$ cat src/rtl/ifetch_controller.sv
// Fetch-stage sequencer: owns the fetch PC, reads 4-word lines from a
// combinational I-cache and queues them toward decode.
module ifetch_controller #(
   parameter int unsigned               DATA_WIDTH    = 32,
   parameter int unsigned               ADDRESS_WIDTH = 32,
   parameter logic [ADDRESS_WIDTH-1:0] RESET_PC      = '0,
   parameter int unsigned               QUEUE_DEPTH   = 4,
   parameter int unsigned               MAX_RETRY     = 7
) (
   input  logic                       clk,
   input  logic                       rst,
   output logic                       cache_rd_en,
   output logic                       cache_abort,
   output logic [ADDRESS_WIDTH-1:0]   cache_pc,
   input  logic [4*DATA_WIDTH-1:0]    cache_dout,
   input  logic                       cache_dout_valid,
   input  logic                       redirect_valid,
   input  logic [ADDRESS_WIDTH-1:0]   redirect_pc,
   output logic                       fetch_valid,
   input  logic                       fetch_ready,
   output logic [4*DATA_WIDTH-1:0]    fetch_line,
   output logic [ADDRESS_WIDTH-1:0]   fetch_pc,
   output logic                       fetch_error
);

   localparam int LW = 4 * DATA_WIDTH;
   localparam int AW = ADDRESS_WIDTH;
   localparam int PW = (QUEUE_DEPTH > 1) ? $clog2(QUEUE_DEPTH) : 1;
   localparam int CW = PW + 1;
   localparam int RW = (MAX_RETRY > 0) ? $clog2(MAX_RETRY + 1) : 1;

   localparam logic [CW-1:0] DEPTH_C  = CW'(QUEUE_DEPTH);
   localparam logic [RW-1:0] RETRY_C  = RW'(MAX_RETRY);
   localparam logic [AW-1:0] LINE_INC = AW'(16);
   localparam logic [AW-1:0] LINE_MSK = ~AW'(15);

   typedef enum logic [1:0] {
      S_FETCH,
      S_HOLD,
      S_FLUSH,
      S_ERROR
   } state_e;

   state_e          state_q, state_d;
   logic [AW-1:0]   pc_q, pc_d;
   logic [RW-1:0]   retry_q, retry_d;
   logic [CW-1:0]   count_q, count_d;
   logic [PW-1:0]   wptr_q, wptr_d;
   logic [PW-1:0]   rptr_q, rptr_d;

   logic [AW-1:0]   pc_mem_q   [QUEUE_DEPTH];
   logic [LW-1:0]   line_mem_q [QUEUE_DEPTH];

   logic            rd_en;
   logic            abort;
   logic            push;
   logic            pop;
   logic            flush;
   logic            full;
   logic            head_valid;

   assign head_valid = (count_q != '0);
   assign full       = (count_q == DEPTH_C);
   assign pop        = head_valid & fetch_ready;

   always_comb begin
      state_d = state_q;
      pc_d    = pc_q;
      retry_d = retry_q;
      rd_en   = 1'b0;
      abort   = 1'b0;
      push    = 1'b0;
      flush   = 1'b0;

      if (redirect_valid) begin
         abort   = 1'b1;
         flush   = 1'b1;
         pc_d    = redirect_pc & LINE_MSK;
         retry_d = '0;
         state_d = S_FLUSH;
      end else begin
         unique case (state_q)
            S_FETCH: begin
               rd_en = ~full;
               if (rd_en && cache_dout_valid) begin
                  push    = 1'b1;
                  pc_d    = pc_q + LINE_INC;
                  retry_d = '0;
               end else if (rd_en) begin
                  if (retry_q == RETRY_C) begin
                     state_d = S_ERROR;
                  end else begin
                     retry_d = retry_q + RW'(1);
                  end
               end
            end
            S_HOLD:  state_d = S_HOLD;
            S_FLUSH: state_d = S_FETCH;
            S_ERROR: state_d = S_ERROR;
         endcase
      end

      if (flush) begin
         count_d = '0;
         wptr_d  = '0;
         rptr_d  = '0;
      end else begin
         count_d = count_q + CW'(push) - CW'(pop);
         wptr_d  = wptr_q + PW'(push);
         rptr_d  = rptr_q + PW'(pop);
      end

      // Park in HOLD once the queue fills; resume as soon as a slot frees.
      if (!redirect_valid) begin
         if (state_q == S_FETCH && state_d == S_FETCH && count_d == DEPTH_C) begin
            state_d = S_HOLD;
         end
         if (state_q == S_HOLD && count_d != DEPTH_C) begin
            state_d = S_FETCH;
         end
      end
   end

   always_ff @(posedge clk) begin
      if (rst) begin
         state_q <= S_FETCH;
         pc_q    <= RESET_PC;
         retry_q <= '0;
         count_q <= '0;
         wptr_q  <= '0;
         rptr_q  <= '0;
      end else begin
         state_q <= state_d;
         pc_q    <= pc_d;
         retry_q <= retry_d;
         count_q <= count_d;
         wptr_q  <= wptr_d;
         rptr_q  <= rptr_d;
      end
   end

   always_ff @(posedge clk) begin
      if (push) begin
         pc_mem_q[wptr_q]   <= pc_q;
         line_mem_q[wptr_q] <= cache_dout;
      end
   end

   assign cache_rd_en = rd_en & ~rst;
   assign cache_abort = abort & ~rst;
   assign cache_pc    = pc_q;
   assign fetch_valid = head_valid;
   assign fetch_line  = head_valid ? line_mem_q[rptr_q] : '0;
   assign fetch_pc    = head_valid ? pc_mem_q[rptr_q] : '0;
   assign fetch_error = (state_q == S_ERROR);

endmodule

$ cat config.mk
export PLATFORM = sky130hd
export DESIGN_NAME = ifetch_controller
export DESIGN_NICKNAME = d
export VERILOG_FILES = /design/src/rtl/ifetch_controller.sv
export SDC_FILE = /design/constraint.sdc
export NUM_CORES = 1
export LEC_CHECK = 0
export CAP_MARGIN = 20
export CORE_UTILIZATION = 49
export CTS_CLUSTER_DIAMETER = 200
export DETAILED_ROUTE_END_ITERATION = 16
export HOLD_SLACK_MARGIN = 0.12
export PLACE_DENSITY = 0.81
export SLEW_MARGIN = 20
export SYNTH_ARGS = -nofsm -noshare
export SYNTH_HDL_FRONTEND = slang
export SYNTH_SLANG_ARGS = --single-unit
$ cat constraint.sdc
create_clock -name clk -period 14.7 [get_ports clk]
set_input_delay 2.94 -clock clk [delete_from_list [all_inputs] [get_ports clk]]
set_output_delay 2.94 -clock clk [all_outputs]
set_load 0.005 [all_outputs]
==> metrics.txt <==
initial core utilization=0.498; post-route ant nets=0; headroom to the max-slew limit=0.253; Pins Over Slew Limit=0; Rows=83; Synth cell types=44; Worst Path Required=11760 ps; sequential area share after synthesis=0.760; total CTS buffers=68; clock slew at reported path FFs=60 ps; Worst Setup Start Kind=primary input; Final TNS setup=0 ps; M3 GR Usage=0.0588; Layout Cells excl Fill=2351; number of hold violations in the final report=0; Setup WS post-layout=6750 ps; CP Launch Point=rst; final worst-path cycle share=0.541; share of cells above drive strength 1=0.169; DRT Wirelength=54.0 mm; hold_sp=retry_q[1]; area leader, netlist=edfxtp_1; nets=1792; busiest grt layer=met2; io pins=361; design area=0.0320 sq mm; first-pass GRT wire length=82.4 mm; multi-input logic area=0.00587 sq mm; fin util=0.620; status=completed; pre-CTS WS=5950 ps; fillcell total=3547; largest net degree at the start of global routing=157; GR met1 Demand/Resource=0.257; total core area=0.0516 sq mm; CTS tree=yes; CTS Buffer Depth=3; vias in the first global route=14100; clock net sink count=664; main area contributors after synthesis=edfxtp_1 (73%), mux4_2 (14%), and2_1 (4.0%); EDFF count, synth=624; worst skew pair latency=580 ps; min Tclk post-route=7950 ps; area post-placement=0.0299 sq mm; FF+latch area=0.0195 sq mm; CTS resizes=0; static leakage=10.1 nW; Post-CTS Hold Buffers=0; Critical Path End Type=output pin; # Max-Cap Violations=0; RR Startpoint=count_q[1]; syn_area_per_cell=20.5 sq um; Critical Setup Path Class=in2out; prevailing post-synth register cell=edfxtp_1; initial antenna violation count=8; most common cell after layout, fill and taps aside=edfxtp_1; R2R Setup Slk=11290 ps; RSZ-0062 raised after global routing=no; detailed placer's ending HPWL=30.5 mm; #FFs+latches synth=664; routability cong.=0.856; Worst-Margin Slew=1120 ps; vias per cell=5.58; Total GRT Usage=0.206; most frequent cells in the layout=edfxtp_1 (624), clkdlybuf4s50_1 (348), and2_1 (163); Congestion Overflow GR=0; Synth Instances=1255; CTS root buffer=clkbuf_16; routed vias=13100; Tot Pwr=4.00 mW; Layout Skew=14.3 ps; post-synthesis cell area=0.0257 sq mm; Peak Freq=126 MHz; Die Width=231 um; htree depth=3; power density cells=125 mW/mm^2; CP Data Arrival Time=5010 ps; met2 Resource Use GR=0.348; Die Span Y=231 um; endpoints failing setup=0; Hold Path Class=reg2reg; area grow syn2layout=24.5%; YS warnings=0; VDD IR max=0.0842 mV; Max FO, Critical Path=26; FFs w/ async S/R, synth=0; DR iter-0 viols=878; DRC errors left=0; Die ar.=0.0534 sq mm; drt pass-1 iters=4; post-synth top area share=0.729; routed len/inst=23.0 um; dpl cells=2229; port buffer count=348; post-CTS setup buffers=0; Worst Hold Slack=536 ps
[kinds of logic (layout without fill, tap and decap cells)]
family | count (synthesis) | after routing | share of synthesized area
DFF | 664 | 664 | 0.760
and+or+nand+nor | 274 | 274 | 0.0635
muxes | 160 | 160 | 0.138
buffers and inverters | 83 | 490 | 0.0146
AOI/OAI and AO/OA | 37 | 37 | 0.00997
xor gates and xnor gates | 28 | 28 | 0.00954
adders and majority gates | 8 | 8 | 0.00418
other | 1 | 10 | 0.000146
[state kept, by name, indices dropped and copies added (netlist names)]
register / count
retry_q: 3
rptr_q: 2
pc_mem_q: 112
state_q: 2
cache_pc: 28
wptr_q: 2
count_q: 3
line_mem_q: 512
[where the power goes]
group          switching, mW  internal [mW]  total, mW
clock network          0.673          0.946       1.62
logic                  0.109          0.148      0.257
registers             0.0211           2.10       2.12
[synth_stat cells, types with 5 or more instances]
master,n
a211oi_1,9
a21oi_1,5
and2_1,163
buf_1,14
buf_2,18
buf_4,11
clkbuf_1,31
dfxtp_1,40
edfxtp_1,624
ha_1,7
inv_1,8
mux4_2,156
nand2_1,20
nand3_1,8
nor2_1,34
nor3_1,11
nor4_1,6
o21ai_0,6
or3_1,5
xnor2_1,26
[worst max-delay path: stages]
cell	delay, ps
clkdlybuf4s50_1	450
buf_4	280
or2_0	770
nor2_1	80
clkdlybuf4s50_1	480
[worst paths after layout]
| path | endpoint | cells past startpoint |
|---|---|---|
| max | cache_rd_en | 5 |
| min | retry_q[1] | 2 |
| max reg2reg | line_mem_q[2][26] | 7 |
| min reg2reg | retry_q[1] | 2 |
[final cells by class]
type,count,share of cell area
clock inverters,27,0.00668
well taps,680,0.0266
flip-flops and latches,664,0.611
repair buffers,361,0.113
diodes,2,0.000156
clock buffers,93,0.0586
multi-input cells,515,0.183
inverters,9,0.00106
[routing by layer]
metal,vias up,wire [um]
met5,-,76
met4,12,1140
met3,87,4510
met2,473,27200
met1,6805,21100
li1,5745,-
Note: power is estimated with default switching activity, not from simulation.
